File: src/rtl/alu_operand_stage.sv
// -----------------------------------------------------------------------------
// alu_operand_stage
//
// Issue stage in front of the 16-bit ALU. Decodes 16-bit instructions taken
// over a valid/ready handshake, reads operands from an 8 x DATA_W register
// file and presents registered operands, selector and destination tag to the
// ALU. A busy-bit scoreboard stalls instructions that touch registers still
// waiting for ALU write-back; write-back returns through i_wb_*.
//
// Ports:
//   i_clk          clock, rising edge
//   i_rst_n        asynchronous active-low reset
//   i_instr        [15:13] opcode, [12:10] rd, [9:7] rs1, [6:4] rs2, [7:0] imm8
//   i_instr_valid  instruction present
//   o_instr_ready  instruction can be accepted this cycle (combinational)
//   o_op1/o_op2    operands to the ALU
//   o_sel          ALU selector (3'b100 = NOP while idle after reset)
//   o_rd           destination tag travelling with the op
//   o_valid        one-cycle pulse per issued ALU op
//   i_wb_en        write-back strobe
//   i_wb_addr      write-back register
//   i_wb_data      ALU result; only the low DATA_W bits are kept
//   o_illegal      one-cycle pulse when opcode 110/111 is accepted
// -----------------------------------------------------------------------------
module alu_operand_stage #(
  parameter int DATA_W = 16,
  parameter int NREGS  = 8
) (
  input  logic              i_clk,
  input  logic              i_rst_n,
  input  logic [15:0]       i_instr,
  input  logic              i_instr_valid,
  output logic              o_instr_ready,
  output logic [DATA_W-1:0] o_op1,
  output logic [DATA_W-1:0] o_op2,
  output logic [2:0]        o_sel,
  output logic [2:0]        o_rd,
  output logic              o_valid,
  input  logic              i_wb_en,
  input  logic [2:0]        i_wb_addr,
  input  logic [31:0]       i_wb_data,
  output logic              o_illegal
);

  localparam logic [2:0] OPC_NOP = 3'b100;
  localparam logic [2:0] OPC_LDI = 3'b101;

  // Write-back keeps the low DATA_W bits; no saturation.
  function automatic logic [DATA_W-1:0] trunc_wb(input logic [31:0] d);
    return d[DATA_W-1:0];
  endfunction

  function automatic logic [NREGS-1:0] onehot(input logic [2:0] a);
    logic [NREGS-1:0] v;
    v    = '0;
    v[a] = 1'b1;
    return v;
  endfunction

  // ---------------------------------------------------------------------------
  // State
  // ---------------------------------------------------------------------------
  logic [DATA_W-1:0] r_regs [NREGS];
  logic [NREGS-1:0]  r_busy;

  logic [DATA_W-1:0] r_op1_p1;
  logic [DATA_W-1:0] r_op2_p1;
  logic [2:0]        r_sel_p1;
  logic [2:0]        r_rd_p1;
  logic              r_vld_p1;
  logic              r_ill_p1;

  // ---------------------------------------------------------------------------
  // Stage p0: decode, hazard check, operand read
  // ---------------------------------------------------------------------------
  logic [2:0]        w_opc;
  logic [2:0]        w_rd;
  logic [2:0]        w_rs1;
  logic [2:0]        w_rs2;
  logic [7:0]        w_imm;
  logic              w_is_alu;
  logic              w_is_ldi;
  logic              w_is_ill;
  logic [NREGS-1:0]  w_wb_mask;
  logic [NREGS-1:0]  w_eff_busy;
  logic              w_ready;
  logic              w_accept;
  logic              w_issue;
  logic              w_ldi_wr;
  logic [DATA_W-1:0] w_wb_val;
  logic [DATA_W-1:0] w_op1;
  logic [DATA_W-1:0] w_op2;
  logic [NREGS-1:0]  w_busy_nxt;
  logic              w_unused;

  assign w_opc    = i_instr[15:13];
  assign w_rd     = i_instr[12:10];
  assign w_rs1    = i_instr[9:7];
  assign w_rs2    = i_instr[6:4];
  assign w_imm    = i_instr[7:0];
  assign w_is_alu = ~w_opc[2];
  assign w_is_ldi = (w_opc == OPC_LDI);
  assign w_is_ill = (w_opc[2:1] == 2'b11);
  assign w_wb_val = trunc_wb(i_wb_data);
  assign w_unused = &{1'b0, i_wb_data[31:16]};

  // A register being written back this cycle is already free: that is what
  // lets a dependent op issue in the very cycle its result arrives.
  assign w_wb_mask  = i_wb_en ? onehot(i_wb_addr) : '0;
  assign w_eff_busy = r_busy & ~w_wb_mask;

  always_comb begin
    w_ready = 1'b1;
    if (w_is_alu) begin
      w_ready = ~(w_eff_busy[w_rs1] | w_eff_busy[w_rs2] | w_eff_busy[w_rd]);
    end else if (w_is_ldi) begin
      w_ready = ~w_eff_busy[w_rd];
    end
  end

  assign o_instr_ready = w_ready;
  assign w_accept      = i_instr_valid & w_ready;
  assign w_issue       = w_accept & w_is_alu;
  assign w_ldi_wr      = w_accept & w_is_ldi & (w_rd != 3'd0);

  // Write-through read: a same-cycle write-back is forwarded to the operand.
  always_comb begin
    w_op1 = r_regs[w_rs1];
    w_op2 = r_regs[w_rs2];
    if (i_wb_en && (i_wb_addr == w_rs1)) w_op1 = w_wb_val;
    if (i_wb_en && (i_wb_addr == w_rs2)) w_op2 = w_wb_val;
    if (w_rs1 == 3'd0) w_op1 = '0;
    if (w_rs2 == 3'd0) w_op2 = '0;
  end

  // Clear first, then set, so a same-cycle set of the same index wins.
  always_comb begin
    w_busy_nxt = r_busy & ~w_wb_mask;
    if (w_issue) w_busy_nxt = w_busy_nxt | onehot(w_rd);
    w_busy_nxt[0] = 1'b0;
  end

  // ---------------------------------------------------------------------------
  // Register file and scoreboard
  // ---------------------------------------------------------------------------
  always_ff @(posedge i_clk or negedge i_rst_n) begin
    if (!i_rst_n) begin
      for (int i = 0; i < NREGS; i++) begin
        r_regs[i] <= '0;
      end
    end else begin
      if (i_wb_en && (i_wb_addr != 3'd0)) r_regs[i_wb_addr] <= w_wb_val;
      if (w_ldi_wr) r_regs[w_rd] <= {{(DATA_W-8){1'b0}}, w_imm};
    end
  end

  always_ff @(posedge i_clk or negedge i_rst_n) begin
    if (!i_rst_n) begin
      r_busy <= '0;
    end else begin
      r_busy <= w_busy_nxt;
    end
  end

  // ---------------------------------------------------------------------------
  // Stage p1: registered ALU-facing outputs
  // ---------------------------------------------------------------------------
  always_ff @(posedge i_clk or negedge i_rst_n) begin
    if (!i_rst_n) begin
      r_op1_p1 <= '0;
      r_op2_p1 <= '0;
      r_sel_p1 <= OPC_NOP;
      r_rd_p1  <= 3'd0;
      r_vld_p1 <= 1'b0;
      r_ill_p1 <= 1'b0;
    end else begin
      r_vld_p1 <= w_issue;
      r_ill_p1 <= w_accept & w_is_ill;
      // Operands hold between issues so the ALU sees stable inputs.
      if (w_issue) begin
        r_op1_p1 <= w_op1;
        r_op2_p1 <= w_op2;
        r_sel_p1 <= w_opc;
        r_rd_p1  <= w_rd;
      end
    end
  end

  assign o_op1     = r_op1_p1;
  assign o_op2     = r_op2_p1;
  assign o_sel     = r_sel_p1;
  assign o_rd      = r_rd_p1;
  assign o_valid   = r_vld_p1;
  assign o_illegal = r_ill_p1;

endmodule
File: config.mk
export PLATFORM = sky130hd
export DESIGN_NAME = alu_operand_stage
export DESIGN_NICKNAME = d
export VERILOG_FILES = /design/src/rtl/alu_operand_stage.sv
export SDC_FILE = /design/constraint.sdc
export NUM_CORES = 1
export LEC_CHECK = 0
export CORE_ASPECT_RATIO = 0.9
export CORE_MARGIN = 2
export CORE_UTILIZATION = 40
export DETAILED_ROUTE_END_ITERATION = 16
export PLACE_DENSITY = 0.65
export SLEW_MARGIN = 30
export SYNTH_ARGS = -nofsm -noshare
export SYNTH_HDL_FRONTEND = slang
export SYNTH_SLANG_ARGS = --single-unit
export TNS_END_PERCENT = 20
File: constraint.sdc
create_clock -name i_clk -period 3.35 [get_ports i_clk]
set_input_delay 0.67 -clock i_clk [delete_from_list [all_inputs] [get_ports i_clk]]
set_output_delay 0.67 -clock i_clk [all_outputs]
set_load 0.03 [all_outputs]
==> metrics.csv <==
metric,value,unit
Port Buffers,79,
RePlAce Congestion,0.8100,
post-CTS setup buffer count,0,
worst path arrival time,2.60,ns
number of max-cap violations,0,
Synth top area share,44.34,%
Post-DP Area,11080,um2
Leakage,0.005064,uW
Residual DRC,0,
Nets,1039,
Post-synth EDFFs,0,
Die Y,152.6,um
Yosys cell types,48,
"Remaining Overflow, GRT",0,
num rows,54,
Post-Syn Instances,938,
Setup crit end kind,output port,
Initial DRT Pass Iterations,5,
Initial Util,40.60,%
final hold vios,0,
CP Launch Type,input pin,
Final WS setup,0.07654,ns
clock skew,0.01482,ns
Starting DRT DRC Count,840,
Clock Sink Count,175,
critical path type,input pin to output port,
Root Driver,clkbuf_16,
Slew HR,53.60,%
"Data required, critical path",2.68,ns
first-pass GRT wire length,44.59,mm
max-slew violations,0,
peak fanout along the critical path,16,
total core area,24190,um2
layout cells sized above 1,20.46,%
Post-synth top cells,"197 x nand2_1, 174 x dfrtp_1, 77 x clkbuf_1",
dpl ws,-0.02308,ns
leading post-synthesis cells by cell area,"dfrtp_1 44%, mux4_2 15%, nand2_1 7.5%, mux2i_1 6.5%, mux2_2 3.3%",
via count,7684,
cell with the most instances after synthesis,nand2_1,
status,"complete, no violations",
initial antenna violation count,0,
HP Class,input pin to asynchronous set/reset pin,
TNS Setup,0,ns
register area share after synthesis,44.61,%
Hold WS,0.1890,ns
Synth Area in Adders,0,%
final period utilization,97.72,%
peak supply drop,0.2551,mV
Syn Std Cell Area,9819,um2
global-route usage over all layers,22.70,%
Post-CTS Hold Buffers,0,
highest clock rate,305.5,MHz
Simple-Gate Fraction of Synth Area,14.12,%
"Area growth, synth to finish",19.53,%
Mean Syn Cell Area,10.47,um2
Seq cells post-synth,175,
Synthesis Warnings,0,
DR vias/cell,5.888,
largest family of logic cells by synthesized area,multiplexers,
wire per inst,21.85,um
pwr/cell area,617.1,nW/um2
Post-synth ARST share,100.0,%
largest net degree at the start of global routing,60,
CP max stage delay,0.44,ns
slowest cell on the critical path,clkdlybuf4s50_1,
DRT antenna net count,0,
final WL,28.52,mm
Synth Area in Compound Gates,10.23,%
I/O pin cnt,96,
"Reg clk slew, reported paths",0.08,ns
vias in the first global route,7458,
CP Cell Sequence,clkdlybuf4s50_1 -> buf_12 -> and4b_1 -> o311ai_1 -> a31oi_1 -> o32ai_2 -> nor2_1 -> o21a_1 -> buf_4,
Die X,169.2,um
antenna cells,0,
CTS tree,yes,
xor/xnor cell area share of the yosys netlist,0.5352,%
worst-margin pin slew,0.6922,ns
dominant cell type by area after synthesis,dfrtp_1,
CTS Buffer Depth,2,
mux cell area share after synthesis,25.45,%
die area,25820,um2
# setup viols final,0,
HPWL after DPL,18.37,mm
syn_nets,993,
Synth Flop Type,dfrtp_1,
CTS Buf Count,17,
fin area,11740,um2
"Clk Latency, worst-skew pair",0.45,ns
fin crit period,3.273,ns
H-tree depth,4,
## logic make-up (layout without fill, tap and decap cells)
family / Yosys count / count (layout)
buffers and inverters: 115 / 174
muxes: 165 / 165
AOI/OAI and AO/OA: 165 / 165
xor gates and xnor gates: 6 / 6
DFF: 175 / 175
and+or+nand+nor: 312 / 312
## layer usage
metal | vias up | GRT usage (%) | wire length, um
li1 | 3444 | - | -
met1 | 3870 | 33.05 | 12800
met2 | 338 | 35.00 | 13160
met3 | 32 | 4.338 | 2227
met4 | 0 | 5.820 | 334
met5 | - | 0 | 0
## flip-flops by register name, summed over array words and instances (netlist names)
name and count:
o_op2 16, r_busy 7, r_regs 128, o_op1 16, o_illegal 1, o_valid 1, o_rd 3, o_sel 3
## critical path: cells and delay by family
kind	cells	cell delay [ns]
and+or+nand+nor	2	0.26
buffers and inverters	3	0.77
AOI/OAI and AO/OA	4	0.90
## final cells by class
type                       instances  area (um2)
sequential                       175        4380
tap                              308       385.4
inverter                           5       18.77
clock buffer                      18       429.2
clock inverter                    14       197.7
fill                            2146       12450
timing repair buffer             137        1329
multi-input combinational        648        4997
## power by group
part	switching, uW	internal, uW
Sequential	320	2600
Combinational	1080	1080
Clock	957	1210
## layout by cell type (no fill, tap or decap), types with 2 or more instances in the layout
cell               n
bufinv_16          3
a32o_1             4
dfrtp_1          174
nand3_1            9
nand4_1            3
buf_6              2
a21oi_1           56
nor2b_1            3
or3_1              4
mux2i_1           64
buf_4             49
mux2_1             8
nand2b_1           3
clkbuf_16         17
nor2_1            59
inv_6              5
nand4bb_2          2
nor3_1             3
nand2_1          197
a211oi_1          32
inv_1              4
clkdlybuf4s50_1   70
nor3_2             2
buf_2              4
nand4b_1           3
o21ai_0           35
and3_1             6
dlymetal6s2s_1     3
mux4_2            64
buf_12             9
and4b_1            4
inv_8              2
clkinv_4           2
mux2_2            29
nand3b_1           4
xnor2_1            6
a31oi_1           27
## metrics by stage
step | utilization (%) | cells | total power, uW
floorplan | - | 938 | 4282
global placement | 45.79 | 1273 | 5053
detailed placement | 45.79 | 1273 | 5120
CTS | 48.40 | 1305 | 7268
global route | 48.53 | 1305 | 7587
finish | 48.53 | 1305 | 7243
## what timing repair did
item,4_1_cts,5_1_grt
pin swaps,0,1
resized for setup,1,9
endpoints found under the setup margin,1,1
## final timing paths
| kind | start | endpoint | slack, ns | cells after the start |
|---|---|---|---|---|
| hold / removal | i_rst_n | r_regs[114] | 0.19 | 1 |
| setup reg to reg | r_busy[1] | o_op2[8] | 1.19 | 8 |
| max in group asynchronous | i_rst_n | r_regs[75] | 2.41 | 2 |
| min in group i_clk | r_regs[119] | r_regs[119] | 0.39 | 0 |
| hold reg to reg | r_regs[119] | r_regs[119] | 0.39 | 0 |
| setup / recovery | i_wb_en | o_instr_ready | 0.08 | 9 |
Power figures use the tool's default switching activity.
